## src/rtl/output_store_validate_iq_if.sv

```systemverilog
// I/Q sample stream interface: filtered input side plus FIFO drain handshake.
// master drives samples and out_ready; slave (the store stage) drives out_*.
interface output_store_validate_iq_if #(
    parameter int IN_W  = 12,
    parameter int OUT_W = 10
);
    logic [IN_W-1:0]  i_in;
    logic [IN_W-1:0]  q_in;
    logic             in_valid;
    logic [OUT_W-1:0] out_i;
    logic [OUT_W-1:0] out_q;
    logic             out_valid;
    logic             out_ready;

    modport master (
        output i_in, q_in, in_valid, out_ready,
        input  out_i, out_q, out_valid
    );

    modport slave (
        input  i_in, q_in, in_valid, out_ready,
        output out_i, out_q, out_valid
    );
endinterface

```

## src/rtl/output_store_validate_iq.sv

```systemverilog
// I/Q output store: decimate, narrow (round/saturate), buffer in show-ahead FIFO.
// Ports: clk, rst (sync, high), bus (I/Q stream), rate, round_en, clr_flags,
// fill (occupancy), overflow and sat_flag (sticky status).
module output_store_validate_iq #(
    parameter int IN_W   = 12,
    parameter int OUT_W  = 10,
    parameter int DEPTH  = 16,
    parameter int RATE_W = 9
) (
    input  logic                     clk,
    input  logic                     rst,
    output_store_validate_iq_if.slave bus,
    input  logic [RATE_W-1:0]        rate,
    input  logic                     round_en,
    input  logic                     clr_flags,
    output logic [$clog2(DEPTH):0]   fill,
    output logic                     overflow,
    output logic                     sat_flag
);
    localparam int S  = IN_W - OUT_W;
    localparam int AW = $clog2(DEPTH);

    logic [RATE_W-1:0] phase_q, phase_d;
    logic              accept;

    logic [OUT_W-1:0]  i_nar, q_nar;
    logic              i_sat, q_sat;

    logic              stg_vld_q, stg_vld_d;
    logic [OUT_W-1:0]  stg_i_q, stg_i_d;
    logic [OUT_W-1:0]  stg_q_q, stg_q_d;

    logic [2*OUT_W-1:0] mem_q [DEPTH];
    logic [2*OUT_W-1:0] mem_d [DEPTH];
    logic [AW-1:0]      wr_ptr_q, wr_ptr_d;
    logic [AW-1:0]      rd_ptr_q, rd_ptr_d;
    logic [AW:0]        fill_q, fill_d;
    logic               ovf_q, ovf_d;
    logic               sat_q, sat_d;

    logic full, empty, pop, push, drop;

    // Decimation: live compare against rate so a lowered rate wraps at once.
    always_comb begin
        phase_d = phase_q;
        if (bus.in_valid) begin
            if (rate <= RATE_W'(1) || phase_q >= rate - RATE_W'(1))
                phase_d = '0;
            else
                phase_d = phase_q + RATE_W'(1);
        end
    end

    assign accept = bus.in_valid && (phase_q == '0);

    if (S == 0) begin : g_pass
        assign i_nar = bus.i_in;
        assign q_nar = bus.q_in;
        assign i_sat = 1'b0;
        assign q_sat = 1'b0;
    end else begin : g_nar
        // Returns {sat, value}. One guard bit catches the rounding carry;
        // only positive overflow is possible, so clamp to max positive.
        function automatic logic [OUT_W:0] narrow(
            input logic [IN_W-1:0] x,
            input logic            rnd
        );
            logic [IN_W:0]  ext;
            logic [OUT_W:0] sh;
            ext = {x[IN_W-1], x};
            if (rnd)
                ext = ext + (IN_W+1)'(1 << (S - 1));
            sh = ext[IN_W:S];
            if (sh[OUT_W] != sh[OUT_W-1])
                narrow = {1'b1, 1'b0, {(OUT_W-1){1'b1}}};
            else
                narrow = {1'b0, sh[OUT_W-1:0]};
        endfunction

        assign {i_sat, i_nar} = narrow(bus.i_in, round_en);
        assign {q_sat, q_nar} = narrow(bus.q_in, round_en);
    end

    always_comb begin
        stg_vld_d = accept;
        stg_i_d   = stg_i_q;
        stg_q_d   = stg_q_q;
        if (accept) begin
            stg_i_d = i_nar;
            stg_q_d = q_nar;
        end
    end

    assign full  = (fill_q == (AW+1)'(DEPTH));
    assign empty = (fill_q == '0);
    assign pop   = !empty && bus.out_ready;
    // A pop frees the slot in the same cycle, so a full FIFO can still push.
    assign push  = stg_vld_q && (!full || pop);
    assign drop  = stg_vld_q && full && !pop;

    always_comb begin
        mem_d    = mem_q;
        wr_ptr_d = wr_ptr_q;
        rd_ptr_d = rd_ptr_q;
        fill_d   = fill_q;
        if (push) begin
            mem_d[wr_ptr_q] = {stg_i_q, stg_q_q};
            wr_ptr_d        = wr_ptr_q + AW'(1);
        end
        if (pop)
            rd_ptr_d = rd_ptr_q + AW'(1);
        if (push && !pop)
            fill_d = fill_q + (AW+1)'(1);
        else if (pop && !push)
            fill_d = fill_q - (AW+1)'(1);
    end

    // Set events take priority over clear.
    always_comb begin
        ovf_d = drop || (ovf_q && !clr_flags);
        sat_d = (accept && (i_sat || q_sat)) || (sat_q && !clr_flags);
    end

    always_ff @(posedge clk) begin
        if (rst) begin
            phase_q   <= '0;
            stg_vld_q <= 1'b0;
            stg_i_q   <= '0;
            stg_q_q   <= '0;
            wr_ptr_q  <= '0;
            rd_ptr_q  <= '0;
            fill_q    <= '0;
            ovf_q     <= 1'b0;
            sat_q     <= 1'b0;
        end else begin
            phase_q   <= phase_d;
            stg_vld_q <= stg_vld_d;
            stg_i_q   <= stg_i_d;
            stg_q_q   <= stg_q_d;
            wr_ptr_q  <= wr_ptr_d;
            rd_ptr_q  <= rd_ptr_d;
            fill_q    <= fill_d;
            ovf_q     <= ovf_d;
            sat_q     <= sat_d;
        end
    end

    // Storage needs no reset: reads are masked while the FIFO is empty.
    always_ff @(posedge clk) begin
        mem_q <= mem_d;
    end

    assign bus.out_valid = !empty;
    assign bus.out_i     = empty ? '0 : mem_q[rd_ptr_q][2*OUT_W-1:OUT_W];
    assign bus.out_q     = empty ? '0 : mem_q[rd_ptr_q][OUT_W-1:0];
    assign fill          = fill_q;
    assign overflow      = ovf_q;
    assign sat_flag      = sat_q;
endmodule

```

## src/flat_wrapper.sv

```systemverilog
// flat-port wrapper written by rule: the top's interface ports become plain ports
module output_store_validate_iq_flat 
#(
    parameter int IN_W   = 12,
    parameter int OUT_W  = 10,
    parameter int DEPTH  = 16,
    parameter int RATE_W = 9
)
  (clk, rst, rate, round_en, clr_flags, fill, overflow, sat_flag, bus_i_in, bus_q_in, bus_in_valid, bus_out_ready, bus_out_i, bus_out_q, bus_out_valid);
  output_store_validate_iq_if #(.IN_W(IN_W), .OUT_W(OUT_W)) bus_i ();
  input  logic clk;
  input  logic rst;
  input  logic [RATE_W-1:0] rate;
  input  logic round_en;
  input  logic clr_flags;
  output logic [$clog2(DEPTH):0] fill;
  output logic overflow;
  output logic sat_flag;
  input wire logic [$bits(bus_i.i_in)-1:0] bus_i_in;
  input wire logic [$bits(bus_i.q_in)-1:0] bus_q_in;
  input wire logic [$bits(bus_i.in_valid)-1:0] bus_in_valid;
  input wire logic [$bits(bus_i.out_ready)-1:0] bus_out_ready;
  output wire logic [$bits(bus_i.out_i)-1:0] bus_out_i;
  output wire logic [$bits(bus_i.out_q)-1:0] bus_out_q;
  output wire logic [$bits(bus_i.out_valid)-1:0] bus_out_valid;
  assign bus_i.i_in = bus_i_in;
  assign bus_i.q_in = bus_q_in;
  assign bus_i.in_valid = bus_in_valid;
  assign bus_i.out_ready = bus_out_ready;
  assign bus_out_i = bus_i.out_i;
  assign bus_out_q = bus_i.out_q;
  assign bus_out_valid = bus_i.out_valid;
  output_store_validate_iq #(.IN_W(IN_W), .OUT_W(OUT_W), .DEPTH(DEPTH), .RATE_W(RATE_W)) u_core (.clk(clk), .rst(rst), .bus(bus_i), .rate(rate), .round_en(round_en), .clr_flags(clr_flags), .fill(fill), .overflow(overflow), .sat_flag(sat_flag));
endmodule
```

## config.mk

```make
export PLATFORM = sky130hd
export DESIGN_NAME = output_store_validate_iq_flat
export DESIGN_NICKNAME = d
export VERILOG_FILES = /design/src/rtl/output_store_validate_iq_if.sv /design/src/rtl/output_store_validate_iq.sv /design/src/flat_wrapper.sv
export SDC_FILE = /design/constraint.sdc
export NUM_CORES = 1
export LEC_CHECK = 0
export ABC_AREA = 1
export CORE_UTILIZATION = 50
export DETAILED_ROUTE_END_ITERATION = 10
export GPL_TIMING_DRIVEN = 1
export PLACE_DENSITY = 0.68
export SETUP_SLACK_MARGIN = 0.3
export SLEW_MARGIN = 20
export SYNTH_ARGS = -nofsm -noshare
export SYNTH_HDL_FRONTEND = slang
export SYNTH_SLANG_ARGS = --single-unit
```

## constraint.sdc

```tcl
create_clock -name clk -period 3.4 [get_ports clk]
set_input_delay 0.51 -clock clk [delete_from_list [all_inputs] [get_ports clk]]
set_output_delay 0.51 -clock clk [all_outputs]
set_load 0.05 [all_outputs]
```

After elaboration in Yosys (flattened, before gate mapping)
Cells that the tools add are included.
{"block": "word_totals", "memories": 0, "latch_bits": 0, "in_bits": 39, "ff_bits": 365, "ramBits": 0, "romBits": 0}
{"block": "op_classes", "order_cmp": 5, "shift": 0, "mul": 0, "n_addsub": 8, "muxes": 15, "div_mod_pow": 0, "reduce_logical": 24, "n_bitwise": 2, "n_eq_ne": 3}
{"cell": "320-bit bitwise mux", "count": 1}
{"cell": "20-bit binary-select mux with 4-bit select", "count": 1}
{"cell": "20-bit demux with 4-bit select", "count": 1}
{"cell": "20-bit 2-to-1 mux", "count": 3}
{"cell": "12-bit by 3-bit adder with 13-bit output (second input constant)", "count": 2}
{"cell": "13-bit 2-to-1 mux", "count": 2}
{"cell": "11-bit 2-to-1 mux", "count": 2}
{"cell": "10-bit 2-to-1 mux", "count": 2}
{"cell": "1-bit logical AND", "count": 11}
{"cell": "5-bit greater-or-equal comparator (second input constant)", "count": 2}
{"cell": "5-bit 2-to-1 mux", "count": 2}
{"cell": "4-bit NOT with 5-bit output", "count": 2}
{"cell": "9-bit by 1-bit adder with 9-bit output (second input constant)", "count": 1}
{"cell": "9-bit greater-or-equal comparator", "count": 1}
{"cell": "9-bit by 1-bit less-or-equal comparator with 1-bit output (second input constant)", "count": 1}
{"cell": "9-bit zero test", "count": 1}
{"cell": "9-bit 2-to-1 mux", "count": 1}
{"cell": "9-bit by 1-bit subtractor with 9-bit output (second input constant)", "count": 1}
{"cell": "4-bit by 1-bit adder with 4-bit output (second input constant)", "count": 2}
{"cell": "5-bit by 1-bit adder with 5-bit output (second input constant)", "count": 1}
{"cell": "5-bit equality test (second input constant)", "count": 1}
{"cell": "1-bit zero test", "count": 5}
{"cell": "5-bit zero test", "count": 1}
{"cell": "1-bit logical OR", "count": 5}
{"cell": "other kinds (4)", "count": 5}

Logic depth before layout (Yosys ltp)
Gate-level depths: netlist of the first run.
{"block": "depth", "ltp_word": 9, "depth_mapped": 14, "mapped_depth_nobuf": 14}

Worst setup path after synthesis of the first run
No wires, ideal clock.
{"block": "synth_timing", "kind": "register -> register", "startpoint": "register u_core.fill_q[1] (netlist: u_core.fill[1])", "endpoint": "register u_core.mem_q[80] (netlist bit) (enable)", "path_slack_ns": 0.230, "arrival_ns": 2.748, "path_stages_with_launch": 7, "period_less_slack_ns": 3.170, "cell_sequence": "dfxtp_1 > inv_1 > nand4_1 > nor3_1 > nor2_2 > inv_2 > nor3_1"}
{"block": "synth_between", "elab_chain_cells": 5, "word_cells_on_any_way": 7}
{"element": "from (decl)", "line": "output_store_validate_iq.sv:37", "rtl": "logic [AW:0] fill_q, fill_d;"}
{"element": "from (signal assigned)", "line": "output_store_validate_iq.sv:142", "rtl": "fill_q <= fill_d;"}
{"element": "5-bit zero test", "line": "output_store_validate_iq.sv:95", "rtl": "assign empty = (fill_q == '0);"}
{"element": "1-bit zero test", "line": "output_store_validate_iq.sv:96", "rtl": "assign pop = !empty && bus.out_ready;"}
{"element": "1-bit logical AND", "line": "output_store_validate_iq.sv:96"}
{"element": "1-bit logical OR *", "line": "output_store_validate_iq.sv:98", "rtl": "assign push = stg_vld_q && (!full || pop);"}
{"element": "1-bit logical AND *", "line": "output_store_validate_iq.sv:98"}
{"element": "named net u_core.push", "line": "output_store_validate_iq.sv:41", "rtl": "logic full, empty, pop, push, drop;"}
{"element": "to (signal assigned)", "line": "output_store_validate_iq.sv:150", "rtl": "mem_q <= mem_d;"}
{"element": "to (decl)", "line": "output_store_validate_iq.sv:33", "rtl": "logic [2*OUT_W-1:0] mem_q [DEPTH];"}
The timed path passes the listed nets; every way through them passes the cells marked *.
A chain may end at the register's enable or synchronous reset.

Final worst setup path of the first run
{"block": "layout_timing", "startpoint": "register u_core.rd_ptr_q[0]", "endpoint": "output bus_out_i[4]"}
{"block": "layout_between", "elab_chain_cells": 5}
{"element": "from (decl)", "line": "output_store_validate_iq.sv:36", "rtl": "logic [AW-1:0] rd_ptr_q, rd_ptr_d;"}
{"element": "from (signal assigned)", "line": "output_store_validate_iq.sv:141", "rtl": "rd_ptr_q <= rd_ptr_d;"}
{"element": "4-bit NOT with 5-bit output (not written as such)", "line": "output_store_validate_iq.sv:154", "rtl": "assign bus.out_i = empty ? '0 : mem_q[rd_ptr_q][2*OUT_W-1:OUT_W];"}
{"element": "20-bit binary-select mux with 4-bit select", "line": "output_store_validate_iq.sv:154"}
{"element": "20-bit 2-to-1 mux (not written as such) (2 in a row)", "line": "output_store_validate_iq.sv:154"}
{"element": "10-bit 2-to-1 mux", "line": "output_store_validate_iq.sv:154"}
{"element": "to (decl)", "line": "flat_wrapper.sv:23", "rtl": "output wire logic [$bits(bus_i.out_i)-1:0] bus_out_i;"}
No other way between the ends. The select of a mux whose other input is x is not followed.

==> run_results.csv, run 1 <==
group,metric,value,unit
outcome,outcome,"completed",
layout,drive_above_1_share,9.86,%
timing,rsz0062_at_grt,"true",
die,num_rows,64,
synth,ys_types,32,
grt,grt_pass1_wl,56.2,mm
timing,fin_ws,358,ps
clock_tree,cts_made_buffers,38,
clock_tree,post-cts-setup-buffers,0,
timing,finalCritPeriodShare,89.5,%
routing,drc,0,
synth,seq_area_frac_synth,66.8,%
timing,hold_viol,0,
place,place.port_buffers,64,
routing,ant_nets,0,
synth,ys_warn_count,0,
synth,synth_fp_nets,1518,
timing,setup_violations,0,
routing,drt_wl_total,37.0,mm
job,cap_violations,0,
hold_path,hp-class,"flip-flop to flip-flop",
timing,finClkSkew,13.2,ps
die,die_area,0.0322,mm2
layout,layout.nets,1590,
routing,vias,10800,
clock_tree,clock_latency,520,ps
place,hpwl,21.3,mm
timing,max_freq,329,MHz
timing,drv_slew,0,
layout,areaGrowthSynthToFinish,16.4,%
clock_tree,cts_tree,"done",
grt,overflow,0,
clock_tree,postCtsHoldBufs,0,
layout,final_cell_count_no_fill,1947,
layout,final_util,59.6,%
grt,first_global_vias,10200,
place,dp_cells,1879,
routing,routedWlPerCell,19.0,um
die,die_w,179,um
critical_path,worstPathRequired,2890,ps
critical_path,crit_fanout,59,
power_and_ir_drop,clkPwrFrac,28.4,%
place,place_ws,404,ps
routing,firstDrtPassIters,7,
synth,synthTopCellsByArea,"edfxtp_1 61%, nand2_1 10%, dfxtp_1 5.7%, nand3_1 5.7%, a21oi_1 2.8%",
power_and_ir_drop,leakage,6.83,nW
critical_path,critPathCaptureType,"primary output",
die,pin_count,67,
timing,period_needed,3040,ps
timing,tightest_slew,742,ps
power_and_ir_drop,swShare,34.5,%
clock_tree,clk_path_buf_depth,3,
critical_path,crit_type,"flip-flop to primary output",
layout,final_area,0.0183,mm2
clock_tree,clkSlewWorstSetupHoldPaths,60,ps
die,start_util,51.2,%
place,place.gp.congestion,0.760,
timing,slew-limit-headroom,50.5,%
clock_tree,clock-sinks,365,
die,core_area,0.0307,mm2
synth,synth_top_area_share,61.1,%
routing,drt_iter0_markers,1181,
grt,grt_max_degree,107,
layout,diodes,0,
clock_tree,clockRootBuffer,"clkbuf_16",
synth,ys_ff_latch,365,
routing,viasPerCell,5.55,
synth,netlist_instances,1452,
power_and_ir_drop,p_int,8.95,mW
layout,layout.area.seq,0.0105,mm2
layout,final.fill_count,2432,
power_and_ir_drop,vdd_drop_max,0.763,mV
power_and_ir_drop,seq_power_share,38.7,%
synth,syn_area_per_cell,10.8,um2
power_and_ir_drop,p_per_area,746,mW/mm2
place,placed_area,0.0171,mm2
layout,multi_input_area,0.00466,mm2
critical_path,cp-start-kind,"flip-flop",
grt,grt.total_usage,22.6,%
timing,tns,0,ps
critical_path,arrival,2530,ps
synth,yosysTopAreaCell,"edfxtp_1",
grt,antenna_found_initial,0,
die,die_h,179,um
power_and_ir_drop,switching_power,4.72,mW
clock_tree,h-tree-depth,2,
power_and_ir_drop,combPwrFrac,33.0,%
synth,syn_area,0.0157,mm2
critical path: stages (launching register included):
cell and delay (ps):
dfxtp_4 480, inv_8 210, buf_16 270, nand2_1 90, nand3_1 80, nand2_1 60, a21oi_1 160, o31ai_1 120
a21oi_2 330, buf_12 190
synth_stat cells:
cell      number
a21oi_1       88
a31oi_1        1
buf_1          1
buf_2         28
buf_4         12
buf_6          8
clkbuf_1      25
clkinv_1       1
dfxtp_1       45
edfxtp_1     320
fa_1           1
ha_1          26
inv_1         56
inv_2          4
inv_4          1
mux2i_1        2
nand2_1      420
nand3_1      178
nand3_2        1
nand3b_1       2
nand3b_2       1
nand4_1        5
nor2_1       101
nor2_2         3
nor3_1         9
nor3_2         4
nor3b_2        1
o21ai_0       48
o21ai_1        2
o31ai_1       20
xnor2_1       11
xor2_1        27
registers in the layout, summed over array words and instances, names as in the netlist:
register,cells
u_core.fill,5
u_core.mem_q,320
u_core.overflow,1
u_core.phase_q,9
u_core.rd_ptr_q,4
u_core.sat_flag,1
u_core.stg_i_q,10
u_core.stg_q_q,10
u_core.stg_vld_q,1
u_core.wr_ptr_q,4
power groups by stage:
stage	combinational, mW	sequential [mW]	clock [mW]
after floorplan	2.69	5.33	0
after global placement	4.34	5.36	0
after detailed placement	4.38	5.36	0
after CTS	4.43	5.27	3.92
after global routing	4.83	5.30	4.11
final	4.51	5.29	3.88
metrics by stage:
step | hold slack, ps | total power [mW]
6_report | 480 | 13.7
5_1_grt | 500 | 14.2
4_1_cts | 485 | 13.6
3_5_place_dp | 475 | 9.74
3_3_place_gp | 459 | 9.69
2_1_floorplan | 439 | 8.02
placed cells by master, fill, tap and decap left out, types with 2 or more instances in the layout:
| master | n |
|---|---|
| clkinv_1 | 7 |
| clkbuf_16 | 40 |
| bufinv_16 | 2 |
| ha_1 | 26 |
| inv_2 | 5 |
| clkbuf_1 | 13 |
| o21ai_0 | 48 |
| clkdlybuf4s50_1 | 44 |
| xor2_1 | 27 |
| nor2_1 | 87 |
| edfxtp_1 | 320 |
| nand3b_1 | 2 |
| dfxtp_1 | 43 |
| o21ai_1 | 2 |
| nor2_2 | 17 |
| inv_1 | 56 |
| buf_6 | 2 |
| buf_12 | 24 |
| a21oi_2 | 10 |
| nand3_1 | 178 |
| xnor2_1 | 11 |
| nor3_2 | 6 |
| dfxtp_4 | 2 |
| mux2i_1 | 2 |
| a21oi_1 | 78 |
| buf_16 | 2 |
| nor3_1 | 7 |
| buf_4 | 33 |
| nand2_1 | 420 |
| clkinv_2 | 5 |
| nand4_1 | 5 |
| o31ai_1 | 20 |
cell type report:
class | instances | area share, %
Inverter | 62 | 1.31
Multi-Input combinational cell | 951 | 25.4
Timing Repair Buffer | 106 | 6.94
Clock inverter | 15 | 0.655
Clock buffer | 52 | 5.59
Tap cell | 396 | 2.70
Sequential cell | 365 | 57.4
timing repair:
| item | 4_1_cts | 5_1_grt |
|---|---|---|
| setup endpoints to repair | 5 | 18 |
| cloned | 0 | 1 |
| resized for setup | 6 | 10 |
| pin swaps | 0 | 1 |
worst paths after layout:
| kind | from | to | slack, ps | cells after the start |
|---|---|---|---|---|
| setup / recovery | u_core.rd_ptr_q[0]$_SDFFE_PP0P_ | bus_out_i[4] | 360 | 9 |
| hold / removal | u_core.overflow$_SDFF_PP0_ | u_core.overflow$_SDFF_PP0_ | 480 | 2 |
| setup reg to reg | u_core.fill[1]$_SDFFE_PP0P_ | u_core.fill[4]$_SDFFE_PP0P_ | 950 | 13 |
| hold reg to reg | u_core.overflow$_SDFF_PP0_ | u_core.overflow$_SDFF_PP0_ | 480 | 2 |
layer usage:
metal	up-vias	global-route usage, %	wire, um
met4	0	6.41	698
met1	5184	31.2	15800
met3	54	3.12	3000
met5	-	0	0
li1	5153	-	-
met2	421	37.6	17500
kinds of logic (layout without fill, tap and decap cells):
group	after synthesis	in the layout	share of synthesized area, %
AND/OR/NAND/NOR	725	725	19.3
flip-flops	365	365	66.8
AO/OA/AOI/OAI	159	159	5.38
buffers and inverters	136	235	4.15
XOR/XNOR	38	38	2.11
adder cells (fa/ha/maj)	27	27	2.19
multiplexers	2	2	0.127
Power figures use the tool's default switching activity.
==> run 2: changes to the inputs <==
--- a/config.mk
+++ b/config.mk
@@ -6,6 +6,7 @@
 export NUM_CORES = 1
 export LEC_CHECK = 0
 export ABC_AREA = 1
+export CAP_MARGIN = 20
 export CORE_UTILIZATION = 50
 export DETAILED_ROUTE_END_ITERATION = 10
 export GPL_TIMING_DRIVEN = 1
==> results of run 2 <==
The final DEF is identical to that of run 1; final timing and power are the same.
